## src/rtl/dcm_lock_sequencer_pkg.sv

```systemverilog
// Shared types and constants for the DCM reset/lock sequencer.
// Latency: n/a (definitions only).
// Backpressure: n/a (definitions only).
package dcm_lock_sequencer_pkg;

  // Sequencer states, in bring-up order; FAULT is terminal until NReset.
  typedef enum logic [2:0] {
    RST1   = 3'd0,
    WAIT1  = 3'd1,
    RST2   = 3'd2,
    WAIT2  = 3'd3,
    SETTLE = 3'd4,
    RUN    = 3'd5,
    FAULT  = 3'd6
  } state_t;

  // DCM STATUS bit positions that indicate a stopped clock.
  localparam int ST_CLKIN_STOP = 1;
  localparam int ST_CLKFX_STOP = 2;

  function automatic int max3(input int a, input int b, input int c);
    int m;
    m = (a > b) ? a : b;
    return (m > c) ? m : c;
  endfunction

endpackage

```

## src/rtl/dcm_lock_sequencer_sync2.sv

```systemverilog
// Two-flop synchronizer for one asynchronous level into the Clock domain.
// Latency: 2 cycles from input change to q.
// Backpressure: none; a pure level sampler.
// Ports: clk - sampling clock; rst_n - async active-low clear;
//        d - asynchronous input; q - synchronized output.
module dcm_lock_sequencer_sync2 (
  input  logic clk,
  input  logic rst_n,
  input  logic d,
  output logic q
);

  logic meta;

  always_ff @(posedge clk or negedge rst_n) begin
    if (!rst_n) begin
      meta <= 1'b0;
      q    <= 1'b0;
    end else begin
      meta <= d;
      q    <= meta;
    end
  end

endmodule

```

## src/rtl/dcm_lock_sequencer.sv

```systemverilog
// Sequences resets for the cascaded main and phase-shift DCMs, holds SysRst until both lock and settle.
// Latency: input edge -> outputs in 3 cycles (2 sync + 1 state register); outputs are registered.
// Backpressure: none; lock loss or stopped clock always restarts the sequence from RST1.
// Ports: Clock/NReset - free-running reference clock and async active-low reset;
//        Locked1_I, Status1_I, Locked2_I - asynchronous DCM status inputs;
//        Dcm1Rst_O, Dcm2Rst_O, SysRst_O - active-high resets; Ready_O (RUN), Fault_O (FAULT);
//        Retries_O - consecutive lock-timeout count, saturating at 15.
module dcm_lock_sequencer
  import dcm_lock_sequencer_pkg::*;
#(
  parameter int RST_CYCLES    = 8,
  parameter int LOCK_TIMEOUT  = 1048576,
  parameter int SETTLE_CYCLES = 1024,
  parameter int MAX_RETRIES   = 7
) (
  input  logic       Clock,
  input  logic       NReset,
  input  logic       Locked1_I,
  input  logic [7:0] Status1_I,
  input  logic       Locked2_I,
  output logic       Dcm1Rst_O,
  output logic       Dcm2Rst_O,
  output logic       SysRst_O,
  output logic       Ready_O,
  output logic       Fault_O,
  output logic [3:0] Retries_O
);

  // Every load is a parameter minus one, so clog2 of the largest parameter is enough bits.
  localparam int CNT_MAX = max3(RST_CYCLES, LOCK_TIMEOUT, SETTLE_CYCLES);
  localparam int CNT_W   = (CNT_MAX > 2) ? $clog2(CNT_MAX) : 1;

  localparam logic [CNT_W-1:0] RST_LOAD    = CNT_W'(RST_CYCLES - 1);
  localparam logic [CNT_W-1:0] WAIT_LOAD   = CNT_W'(LOCK_TIMEOUT - 1);
  localparam logic [CNT_W-1:0] SETTLE_LOAD = CNT_W'(SETTLE_CYCLES - 1);
  localparam logic [3:0]       MAX_R       = 4'((MAX_RETRIES > 15) ? 15 : MAX_RETRIES);

  logic l1, l2, s1, s2, bad;
  logic unused_status;

  dcm_lock_sequencer_sync2 u_sync_l1 (.clk(Clock), .rst_n(NReset), .d(Locked1_I),                .q(l1));
  dcm_lock_sequencer_sync2 u_sync_l2 (.clk(Clock), .rst_n(NReset), .d(Locked2_I),                .q(l2));
  dcm_lock_sequencer_sync2 u_sync_s1 (.clk(Clock), .rst_n(NReset), .d(Status1_I[ST_CLKIN_STOP]), .q(s1));
  dcm_lock_sequencer_sync2 u_sync_s2 (.clk(Clock), .rst_n(NReset), .d(Status1_I[ST_CLKFX_STOP]), .q(s2));

  // Remaining STATUS bits carry no information the sequencer acts on.
  assign unused_status = ^{Status1_I[7:3], Status1_I[0]};

  assign bad = s1 | s2 | ~l1;

  state_t           state, state_nxt;
  logic [CNT_W-1:0] cnt, cnt_load;
  logic [3:0]       retries_nxt;
  logic             expire, timeout;

  assign expire = (cnt == '0);

  always_comb begin
    state_nxt   = state;
    retries_nxt = Retries_O;
    timeout     = 1'b0;
    cnt_load    = RST_LOAD;

    // Within each state: bad > timeout > normal progress.
    unique case (state)
      RST1:   if (expire) state_nxt = WAIT1;
      WAIT1: begin
        if (expire)  timeout   = 1'b1;
        else if (l1) state_nxt = RST2;
      end
      RST2: begin
        if (bad)         state_nxt = RST1;
        else if (expire) state_nxt = WAIT2;
      end
      WAIT2: begin
        if (bad)         state_nxt = RST1;
        else if (expire) timeout   = 1'b1;
        else if (l2)     state_nxt = SETTLE;
      end
      SETTLE: begin
        if (bad || !l2) begin
          state_nxt = RST1;
        end else if (expire) begin
          state_nxt   = RUN;
          retries_nxt = 4'd0;
        end
      end
      RUN:    if (bad || !l2) state_nxt = RST1;
      FAULT:  state_nxt = FAULT;
      default: state_nxt = RST1;
    endcase

    // A timeout with the retry budget already spent is terminal.
    if (timeout) begin
      if (Retries_O >= MAX_R) begin
        state_nxt = FAULT;
      end else begin
        state_nxt   = RST1;
        retries_nxt = (Retries_O == 4'd15) ? 4'd15 : Retries_O + 4'd1;
      end
    end

    unique case (state_nxt)
      RST1, RST2:   cnt_load = RST_LOAD;
      WAIT1, WAIT2: cnt_load = WAIT_LOAD;
      SETTLE:       cnt_load = SETTLE_LOAD;
      default:      cnt_load = '0;
    endcase
  end

  always_ff @(posedge Clock or negedge NReset) begin
    if (!NReset) begin
      state     <= RST1;
      cnt       <= RST_LOAD;
      Retries_O <= 4'd0;
      Dcm1Rst_O <= 1'b1;
      Dcm2Rst_O <= 1'b1;
      SysRst_O  <= 1'b1;
      Ready_O   <= 1'b0;
      Fault_O   <= 1'b0;
    end else begin
      state     <= state_nxt;
      Retries_O <= retries_nxt;
      // Reload on every state change so each state sees a fresh interval.
      if (state_nxt != state) cnt <= cnt_load;
      else if (!expire)       cnt <= cnt - 1'b1;
      // Outputs are decoded from the next state so they change with the state register.
      Dcm1Rst_O <= (state_nxt == RST1) || (state_nxt == FAULT);
      Dcm2Rst_O <= (state_nxt == RST1) || (state_nxt == RST2) || (state_nxt == FAULT);
      SysRst_O  <= (state_nxt != RUN);
      Ready_O   <= (state_nxt == RUN);
      Fault_O   <= (state_nxt == FAULT);
    end
  end

endmodule

```

## config.mk

```make
export PLATFORM = sky130hd
export DESIGN_NAME = dcm_lock_sequencer
export DESIGN_NICKNAME = d
export VERILOG_FILES = /design/src/rtl/dcm_lock_sequencer_pkg.sv /design/src/rtl/dcm_lock_sequencer_sync2.sv /design/src/rtl/dcm_lock_sequencer.sv
export SDC_FILE = /design/constraint.sdc
export NUM_CORES = 1
export LEC_CHECK = 0
export ABC_AREA = 1
export BUFFER_PORTS_ARGS = -buffer_cell sky130_fd_sc_hd__buf_2
export CORE_MARGIN = 4
export CORE_UTILIZATION = 30
export DETAILED_ROUTE_END_ITERATION = 12
export GPL_TIMING_DRIVEN = 0
export SYNTH_ARGS = -nofsm -noshare
export SYNTH_HDL_FRONTEND = slang
export SYNTH_HIERARCHICAL = 1
export SYNTH_SLANG_ARGS = --single-unit
```

## constraint.sdc

```tcl
create_clock -name Clock -period 4.65 [get_ports Clock]
set_input_delay 0.6975 -clock Clock [delete_from_list [all_inputs] [get_ports Clock]]
set_output_delay 0.6975 -clock Clock [all_outputs]
set_load 0.005 [all_outputs]
```

==> out/results.tsv, run 1 <==
stage	metric	value	unit
grt	grt_use_total	11.2	%
drt	drt_iter0_markers	107	
worst_setup_path	critical-path-top-delay-family	simple AND/OR/NAND/NOR gates	
worst_setup_path	critPathMaxStageDelay	0.53	ns
drt	drcViolationCount	0	
layout	layoutNonFillerInstCount	376	
run_status	status	finished clean	
die	placementRows	30	
worst_setup_path	crit_buf_inv	2	
cts	cts_buffers	5	
grt	grt_pass1_wl	7.91	mm
drt	detail_route.wl_per_cell	11.3	um
sta	final_max_slew_viol_count	0	
placement	hpwlAfterDp	3.00	mm
sta	rsz0062_at_grt	false	
cts	clock-sinks	40	
die	initial_utilization	31.6	%
worst_setup_path	r2r-start	cnt[0]$_DFFE_PN1P_	
worst_setup_path	crit_required	4.87	ns
cts	clk_pin_slew	0.08	ns
logic_synthesis	synth_ff_type	dfrtp_1	
die	io_pins	21	
worst_hold_path	hp-class	flop to flop	
die	core_area	6910	um^2
sta	clock_skew	0.00712	ns
sta	finalCritPeriodShare	50.9	%
sta	setup_slack	2.28	ns
worst_setup_path	crit_chain	inv_1 -> ha_1 -> nand2_2 -> nor2_4 -> nand3_4 -> nand2_1 -> nand2_1 -> nand3_1 -> nand2_1 -> nand2_2 -> inv_1 -> nand2_1 -> o21ai_1 -> nand2_1 -> a21oi_1	
logic_synthesis	ys.warnings.count	6	
power	ir_drop	0.000123	V
sta	setup_tns	0	ns
layout	utilization	35.8	%
cts	hold_buffers	0	
drt	drtAntennaViolNets	0	
placement	io_buffers	14	
sta	post-route-min-period	2.37	ns
cts	cts_resized	0	
cts	cts.htree.levels	2	
logic_synthesis	syn_nets	272	
logic_synthesis	ys_types	30	
worst_setup_path	endpoint_kind	flop	
cts	clock-root-buffer	clkbuf_8	
sta	slew-limit-headroom	42.5	%
cts	post-cts-setup-buffers	0	
sta	worstMarginPinSlew	0.863	ns
placement	gp_congestion	0.864	
worst_hold_path	hp-start	u_sync_s1/meta$_DFF_PN0_	
flow_run	maxCapViolations	0	
logic_synthesis	syn_avg_cell_area	8.45	um^2
sta	hold_viol_final	0	
worst_setup_path	crit_top_cell	nand2_1	
grt	grt_overflow_total	0	
logic_synthesis	synth_seq_cells	40	
placement	place_inst	368	
cts	clockBufferDepth	2	
die	die_w	93.2	um
sta	finalSetupViolCount	0	
sta	max_freq	0.422	GHz
cts	clkLatencyLatePin	0.29	ns
drt	vias	1762	
worst_setup_path	cp_slowest_cell	dfstp_2	
cts	cts_tree	done	
worst_setup_path	crit_path_start	cnt[0]$_DFFE_PN1P_	
grt	antenna_found_initial	0	
power	power.density	454	nW/um^2
layout	nets	293	
drt	drt_pass1_iterations	4	
logic_synthesis	syn-cell-area	2180	um^2
placement	pre_cts_ws	2.27	ns
layout	area_growth	13.3	%
die	die_area	8690	um^2
worst_setup_path	crit_arrival	2.59	ns
worst_setup_path	path_class	flop to flop	
logic_synthesis	yosysSeqAreaShare	46.3	%
logic_synthesis	synth-edff-count	0	
grt	grt_max_degree	41	
die	die_h	93.2	um
worst_setup_path	critPathLaunchType	flop	
drt	wl	4.26	mm
logic_synthesis	synth_cells	258	
layout	drive_above_1_share	20.0	%
layout	antennaDiodeCount	0	
grt	grt_pass1_vias	1714	
logic_synthesis	synth-async-reset-ratio	100	%
drt	via_per_inst	4.69	
power	p_leak	1.23	nW
worst_setup_path	crit_path_max_fanout	8	
[logic make-up (layout without fill, tap and decap cells)]
| kind of cell | count (synthesis) | count (layout) | share of synthesized area [%] |
|---|---|---|---|
| xor gates and xnor gates | 17 | 17 | 6.83 |
| adders and majority gates | 2 | 2 | 1.15 |
| buffers and inverters | 33 | 55 | 6.54 |
| DFF | 40 | 40 | 46.3 |
| AOI/OAI and AO/OA | 29 | 29 | 7.12 |
| and+or+nand+nor | 137 | 137 | 32.1 |
[layer usage]
metal | track usage (%) | part of all wire [%] | routed length [um]
met5 | 0 | 0 | 0
met4 | 4.64 | 1.8 | 75
met3 | 2.17 | 3.4 | 147
met2 | 17.4 | 44 | 1870
met1 | 15.3 | 51 | 2180
[cell usage after synthesis (2+ instances only)]
| master | n | area [um^2] |
|---|---|---|
| a21oi_1 | 20 | 100 |
| buf_2 | 6 | 30.0 |
| dfrtp_1 | 34 | 851 |
| dfstp_2 | 6 | 158 |
| ha_1 | 2 | 25.0 |
| inv_1 | 24 | 90.1 |
| nand2_1 | 49 | 184 |
| nand2_2 | 8 | 50.1 |
| nand3_1 | 15 | 75.1 |
| nand3_4 | 2 | 35.0 |
| nand4_1 | 23 | 144 |
| nor2_1 | 23 | 86.3 |
| nor2_2 | 4 | 25.0 |
| nor2_4 | 2 | 22.5 |
| nor3_1 | 6 | 30.0 |
| o21ai_0 | 5 | 25.0 |
| xnor2_1 | 5 | 43.8 |
| xor2_1 | 12 | 105 |
[through the flow]
| stage | power [mW] | instance area [um^2] | hold slack, ns |
|---|---|---|---|
| after global routing | 1.21 | 2470 | 0.363 |
| after detailed placement | 0.873 | 2370 | 0.339 |
| after global placement | 0.866 | 2370 | 0.333 |
| after CTS | 1.13 | 2470 | 0.358 |
| after floorplan | 0.806 | 2180 | 0.331 |
| final | 1.12 | 2470 | 0.354 |
[cells in the final DEF, fill, tap and decap left out, types with 2 or more instances in the layout]
cell,Yosys,layout
nand4_1,23,23
ha_1,2,2
xnor2_1,5,5
nand2_1,49,49
xor2_1,12,12
nand3_1,15,15
nand3_4,2,2
nor2_4,2,2
nand2_2,8,8
a21oi_1,20,20
nor3_1,6,6
buf_2,6,20
nor2_1,23,23
dfstp_2,6,6
dfrtp_1,34,34
nor2_2,4,4
clkbuf_8,0,7
inv_1,24,24
o21ai_0,5,5
[worst paths after layout]
path,endpoint,slack (ns),cells past startpoint
min in group asynchronous,u_sync_l2/meta$_DFF_PN0_,0.51,1
min reg2reg,u_sync_s1/q$_DFF_PN0_,0.35,0
max,cnt[5]$_DFFE_PN0P_,2.28,15
max in group asynchronous,Fault_O$_DFF_PN0_,3.59,1
min,u_sync_s1/q$_DFF_PN0_,0.35,0
max reg2reg,cnt[5]$_DFFE_PN0P_,2.28,15
[registers in the layout, indices dropped and copies added (netlist names)]
name	cells
Retries_O	4
u_sync_l2/meta	1
cnt	20
u_sync_s2/meta	1
state	3
u_sync_l1/q	1
u_sync_l2/q	1
u_sync_l1/meta	1
Dcm1Rst_O	1
SysRst_O	1
u_sync_s2/q	1
Dcm2Rst_O	1
Ready_O	1
Fault_O	1
u_sync_s1/q	1
u_sync_s1/meta	1
[report_power, final]
group | switching, mW | internal (mW)
logic | 0.197 | 0.163
registers | 0.0712 | 0.437
clock network | 0.119 | 0.135
[layout make-up]
cell class | count | area, um^2
sequential | 40 | 1010
inverter | 25 | 93.8
timing repair buffer | 14 | 70.1
clock buffer | 8 | 100
multi-input combinational | 185 | 1030
tap | 96 | 120
buffer | 8 | 48.8
fill | 751 | 4440
Power figures use the tool's default switching activity.
==> run 2: changes to the inputs <==
Clock period 4.65 ns to 2.3 ns, I/O delays scaled along.
==> out/results.tsv, run 2 (synthesis results as in run 1) <==
stage	metric	value	unit
die	placementRows	30	
sta	hold_viol_final	0	
cts	cts_buffers	5	
die	die_w	93.2	um
drt	drcViolationCount	0	
die	io_pins	21	
sta	setup_slack	0.126	ns
worst_setup_path	r2r-start	cnt[15]$_DFFE_PN0P_	
worst_setup_path	rr_worst_depth	16	
drt	drt_pass1_iterations	4	
sta	clock_skew	0.00940	ns
placement	pre_cts_ws	-0.0824	ns
die	initial_utilization	31.6	%
worst_setup_path	endpoint_kind	flop	
sta	slew-limit-headroom	42.2	%
die	die_h	93.2	um
layout	reg_top3	cnt (20), Retries_O (4), state (3)	
worst_setup_path	crit_path_start	cnt[15]$_DFFE_PN0P_	
layout	area_growth	20.9	%
grt	grt_pass1_vias	1764	
grt	antenna_found_initial	0	
cts	clk_pin_slew	0.08	ns
placement	gp_congestion	0.864	
drt	via_per_inst	4.66	
grt	grt_pass1_wl	8.15	mm
cts	cts.htree.levels	2	
worst_setup_path	crit_required	2.53	ns
worst_setup_path	reg2reg_setup_slack	0.13	ns
placement	io_buffers	14	
cts	cts_tree	done	
layout	top_register	cnt	
die	core_area	6910	um^2
layout	utilization	38.2	%
worst_setup_path	crit_path_max_fanout	8	
layout	drive_above_1_share	29.1	%
drt	vias	1795	
sta	worstMarginPinSlew	0.866	ns
layout	antennaDiodeCount	0	
sta	max_freq	0.460	GHz
layout	nets	302	
drt	detail_route.wl_per_cell	11.8	um
sta	post-route-min-period	2.17	ns
worst_setup_path	crit_chain	nor2_1 -> nand2_1 -> nor2_2 -> nand3_4 -> inv_4 -> nand3_1 -> nand2_2 -> inv_1 -> o21ai_2 -> nand2_2 -> nand2_4 -> nand3_4 -> nor2_4 -> buf_6 -> nand2_1 -> nand2_1	
grt	grt_overflow_total	0	
sta	finalCritPeriodShare	94.5	%
grt	grt_max_degree	41	
drt	wl	4.52	mm
layout	final_cell_mix	42 x nand2_1, 34 x dfrtp_1, 23 x nand4_1, 21 x inv_1, 19 x a21oi_1	
worst_setup_path	cp_slowest_cell	dfrtp_1	
grt	grt_use_total	11.6	%
layout	largest_register_ffs	20	
worst_setup_path	r2r_end	cnt[0]$_DFFE_PN1P_	
sta	finalSetupViolCount	0	
cts	clockBufferDepth	2	
sta	final_max_slew_viol_count	0	
layout	final_common_cell	nand2_1	
power	finalPower	2.41	mW
worst_hold_path	hp-start	Status1_I[2]	
cts	clock-root-buffer	clkbuf_8	
power	p_leak	1.32	nW
worst_setup_path	critPathLaunchType	flop	
drt	drt_iter0_markers	98	
power	ir_drop	0.000263	V
worst_hold_path	hp-class	input pin to flop	
worst_setup_path	crit_top_cell	nand2_1	
placement	hpwlAfterDp	3.00	mm
worst_setup_path	path_class	flop to flop	
sta	timing.hold.ws	0.152	ns
worst_setup_path	crit_path_end	cnt[0]$_DFFE_PN1P_	
cts	clkLatencyLatePin	0.29	ns
layout	nFillCells	737	
worst_setup_path	critPathMaxStageDelay	0.42	ns
cts	clock-sinks	40	
power	power.density	913	nW/um^2
drt	drtAntennaViolNets	0	
sta	setup_tns	0	ns
worst_setup_path	crit_arrival	2.41	ns
run_status	status	finished clean	
flow_run	maxCapViolations	0	
die	die_area	8690	um^2
[run 2: cell count changes in the layout (fill, tap and decap cells not counted), moves of 3 or more]
cell,delta
buf_2,-3
clkbuf_4,+3
nor2_1,-5
nand2_1,-7
inv_1,-3
nand2_2,+4
nand2_4,+3
buf_4,+6
buf_6,+3
nor2_2,+4
[run 2: routing by layer]
metal	track usage, %	share of wire (%)
met4	4.64	1.8
met5	0	0
met2	18.1	45
met3	2.17	2.3
met1	15.8	51
[run 2: final cells by class]
type	count	area, um^2	share of cell area (%)
plain buffers	8	60.1	2.28
clock buffers	8	100	3.80
inverters	25	96.3	3.66
multi-input cells	185	1100	41.9
flip-flops and latches	40	1010	38.3
well taps	96	120	4.56
repair buffers	23	145	5.51
[run 2: per-stage QoR]
stage	area, um^2	cells
2_1_floorplan	2180	258
3_3_place_gp	2370	368
6_report	2640	385
3_5_place_dp	2370	368
4_1_cts	2530	381
5_1_grt	2640	385
[run 2: repair_timing]
action	in CTS	in global routing
endpoints found under the setup margin	20	20
pin swaps	4	7
gates resized for setup	8	25
gates cloned	2	0
hold buffers	0	0
setup buffers	3	4
[run 2: where the power goes]
part	leakage [nW]	internal, mW	total, mW	switching [mW]
Combinational	0.766	0.403	0.852	0.449
Sequential	0.502	0.883	1.04	0.154
Clock	0.0515	0.274	0.517	0.243
Total	1.32	1.56	2.41	0.846
[run 2: worst min path at each step]
stage | endpoint | cells after the start
final | u_sync_s2/meta$_DFF_PN0_ | 1
after global routing | u_sync_s2/meta$_DFF_PN0_ | 1
after CTS | u_sync_s2/meta$_DFF_PN0_ | 1
after detailed placement | u_sync_s2/q$_DFF_PN0_ | 0
after global placement | u_sync_s1/q$_DFF_PN0_ | 0
after floorplan | Fault_O$_DFF_PN0_ | 0
[run 2: critical path, delay by kind of cell, from the launching register on]
kind	cells	cell delay (ns)
AO/OA/AOI/OAI	1	0.07
buffers and inverters	3	0.31
flip-flops	1	0.42
AND/OR/NAND/NOR	12	1.32
==> run 3: changes to the inputs <==
Settings changed: REMOVE_ABC_BUFFERS from default to 1.
==> out/results.tsv, run 3 (synthesis results as in run 1) <==
stage	metric	value	unit
drt	via_per_inst	4.99	
sta	max_freq	0.453	GHz
layout	multi_input_area	1260	um^2
cts	clk_pin_slew	0.08	ns
sta	setup_tns	0	ns
sta	setup_slack	0.0934	ns
cts	cts_buffers	5	
worst_setup_path	critPathLaunchType	flop	
sta	final_max_slew_viol_count	0	
sta	worstMarginPinSlew	0.883	ns
die	core_area	6910	um^2
placement	place_area	2320	um^2
sta	finalCritPeriodShare	95.9	%
layout	area_growth	32.0	%
cts	clockBufferDepth	2	
sta	hold_viol_final	0	
layout	drive_above_1_share	37.5	%
layout	seq_area	1010	um^2
grt	grt_overflow_total	0	
die	die_area	8690	um^2
worst_setup_path	path_class	flop to flop	
worst_setup_path	endpoint_kind	flop	
drt	wl	5.48	mm
placement	pre_cts_ws	-0.775	ns
cts	hold_buffers	0	
sta	slew-limit-headroom	41.2	%
cts	clkLatencyLatePin	0.29	ns
die	initial_utilization	31.6	%
cts	cts.htree.levels	2	
die	die_w	93.2	um
die	placementRows	30	
grt	grt_use_total	12.5	%
layout	utilization	41.6	%
die	io_pins	21	
worst_setup_path	crit_path_max_fanout	8	
grt	grt_pass1_wl	8.60	mm
drt	drtAntennaViolNets	0	
layout	final_cell_mix	37 x nand2_1, 32 x dfrtp_1, 23 x nand4_1, 23 x buf_4, 20 x inv_1	
cts	clock-sinks	40	
sta	post-route-min-period	2.21	ns
layout	fin_area	2880	um^2
flow_run	maxCapViolations	0	
drt	drt_iter0_markers	205	
cts	cts_tree	done	
worst_setup_path	crit_required	2.47	ns
grt	antenna_found_initial	0	
drt	vias	1981	
grt	grt_pass1_vias	1803	
sta	clock_skew	0.00874	ns
power	ir_drop	0.000275	V
worst_setup_path	crit_arrival	2.38	ns
layout	nFillCells	698	
placement	gp_congestion	0.841	
run_status	status	finished clean	
die	die_h	93.2	um
layout	top_register	cnt	
layout	nets	314	
drt	drt_pass1_iterations	4	
placement	io_buffers	14	
placement	hpwlAfterDp	2.86	mm
grt	grt_max_degree	41	
layout	reg_top3	cnt (20), Retries_O (4), state (3)	
sta	finalSetupViolCount	0	
layout	largest_register_ffs	20	
worst_hold_path	hp-class	input pin to flop	
drt	drcViolationCount	0	
layout	antennaDiodeCount	0	
layout	final_common_cell	nand2_1	
cts	clock-root-buffer	clkbuf_8	
power	p_leak	1.42	nW
power	power.density	922	nW/um^2
drt	detail_route.wl_per_cell	13.8	um
==> run 3: critical path, cell delays in order (launching register included) <==
cell	delay (ns)
dfrtp_2	0.43
nor2_2	0.16
nand2_2	0.09
nor2_4	0.14
nand3_4	0.16
inv_4	0.11
nand3_1	0.11
nand4_1	0.17
nand3_4	0.12
nand2_8	0.09
nand3_4	0.13
nor2_4	0.19
buf_6	0.14
a21oi_1	0.04
==> run 3: power breakdown <==
group	internal [mW]	switching (mW)
sequential	0.884	0.160
combinational	0.475	0.499
clock	0.383	0.250
total	1.74	0.909
==> run 3: repair_timing <==
action                     in CTS  in global routing
resized for setup              12                 45
buffers inserted               12                 13
setup endpoints to repair      20                 20
cloned                          4                  0
pin swaps                      11                 21
==> run 3: routing by layer <==
| layer | track usage (%) | vias up | share of wire (%) |
|---|---|---|---|
| met5 | 0 | - | 0 |
| met1 | 17.3 | 964 | 44 |
| li1 | - | 948 | - |
| met3 | 2.74 | 12 | 5.4 |
| met2 | 18.9 | 57 | 49 |
| met4 | 4.88 | 0 | 2.1 |
==> run 3: path summary, 6_finish.rpt <==
| kind | start | cells after the start | to | slack [ns] |
|---|---|---|---|---|
| max reg2reg | cnt[15]$_DFFE_PN0P_ | 13 | cnt[3]$_DFFE_PN0P_ | 0.09 |
| max | cnt[15]$_DFFE_PN0P_ | 13 | cnt[3]$_DFFE_PN0P_ | 0.09 |
| max in group asynchronous | NReset | 1 | cnt[15]$_DFFE_PN0P_ | 1.52 |
| min reg2reg | u_sync_l1/meta$_DFF_PN0_ | 0 | u_sync_l1/q$_DFF_PN0_ | 0.35 |
| min in group asynchronous | NReset | 1 | Retries_O[3]$_DFF_PN0_ | 0.17 |
| min | Locked2_I | 1 | u_sync_l2/meta$_DFF_PN0_ | 0.16 |
==> run 3: area by class of cell <==
type | count | share of cell area (%)
Multi-Input combinational cell | 189 | 43.7
Sequential cell | 40 | 35.1
Timing Repair Buffer | 39 | 9.22
Tap cell | 96 | 4.18
Clock buffer | 7 | 3.35
Inverter | 25 | 3.35
Clock inverter | 1 | 1.04
==> run 3: stage by stage <==
stage	instances	hold WS (ns)	power [mW]
2_1_floorplan	250	0.0494	1.62
3_3_place_gp	360	0.334	1.74
3_5_place_dp	360	0.337	1.76
4_1_cts	384	0.150	2.45
5_1_grt	397	0.148	2.85
6_report	397	0.161	2.65
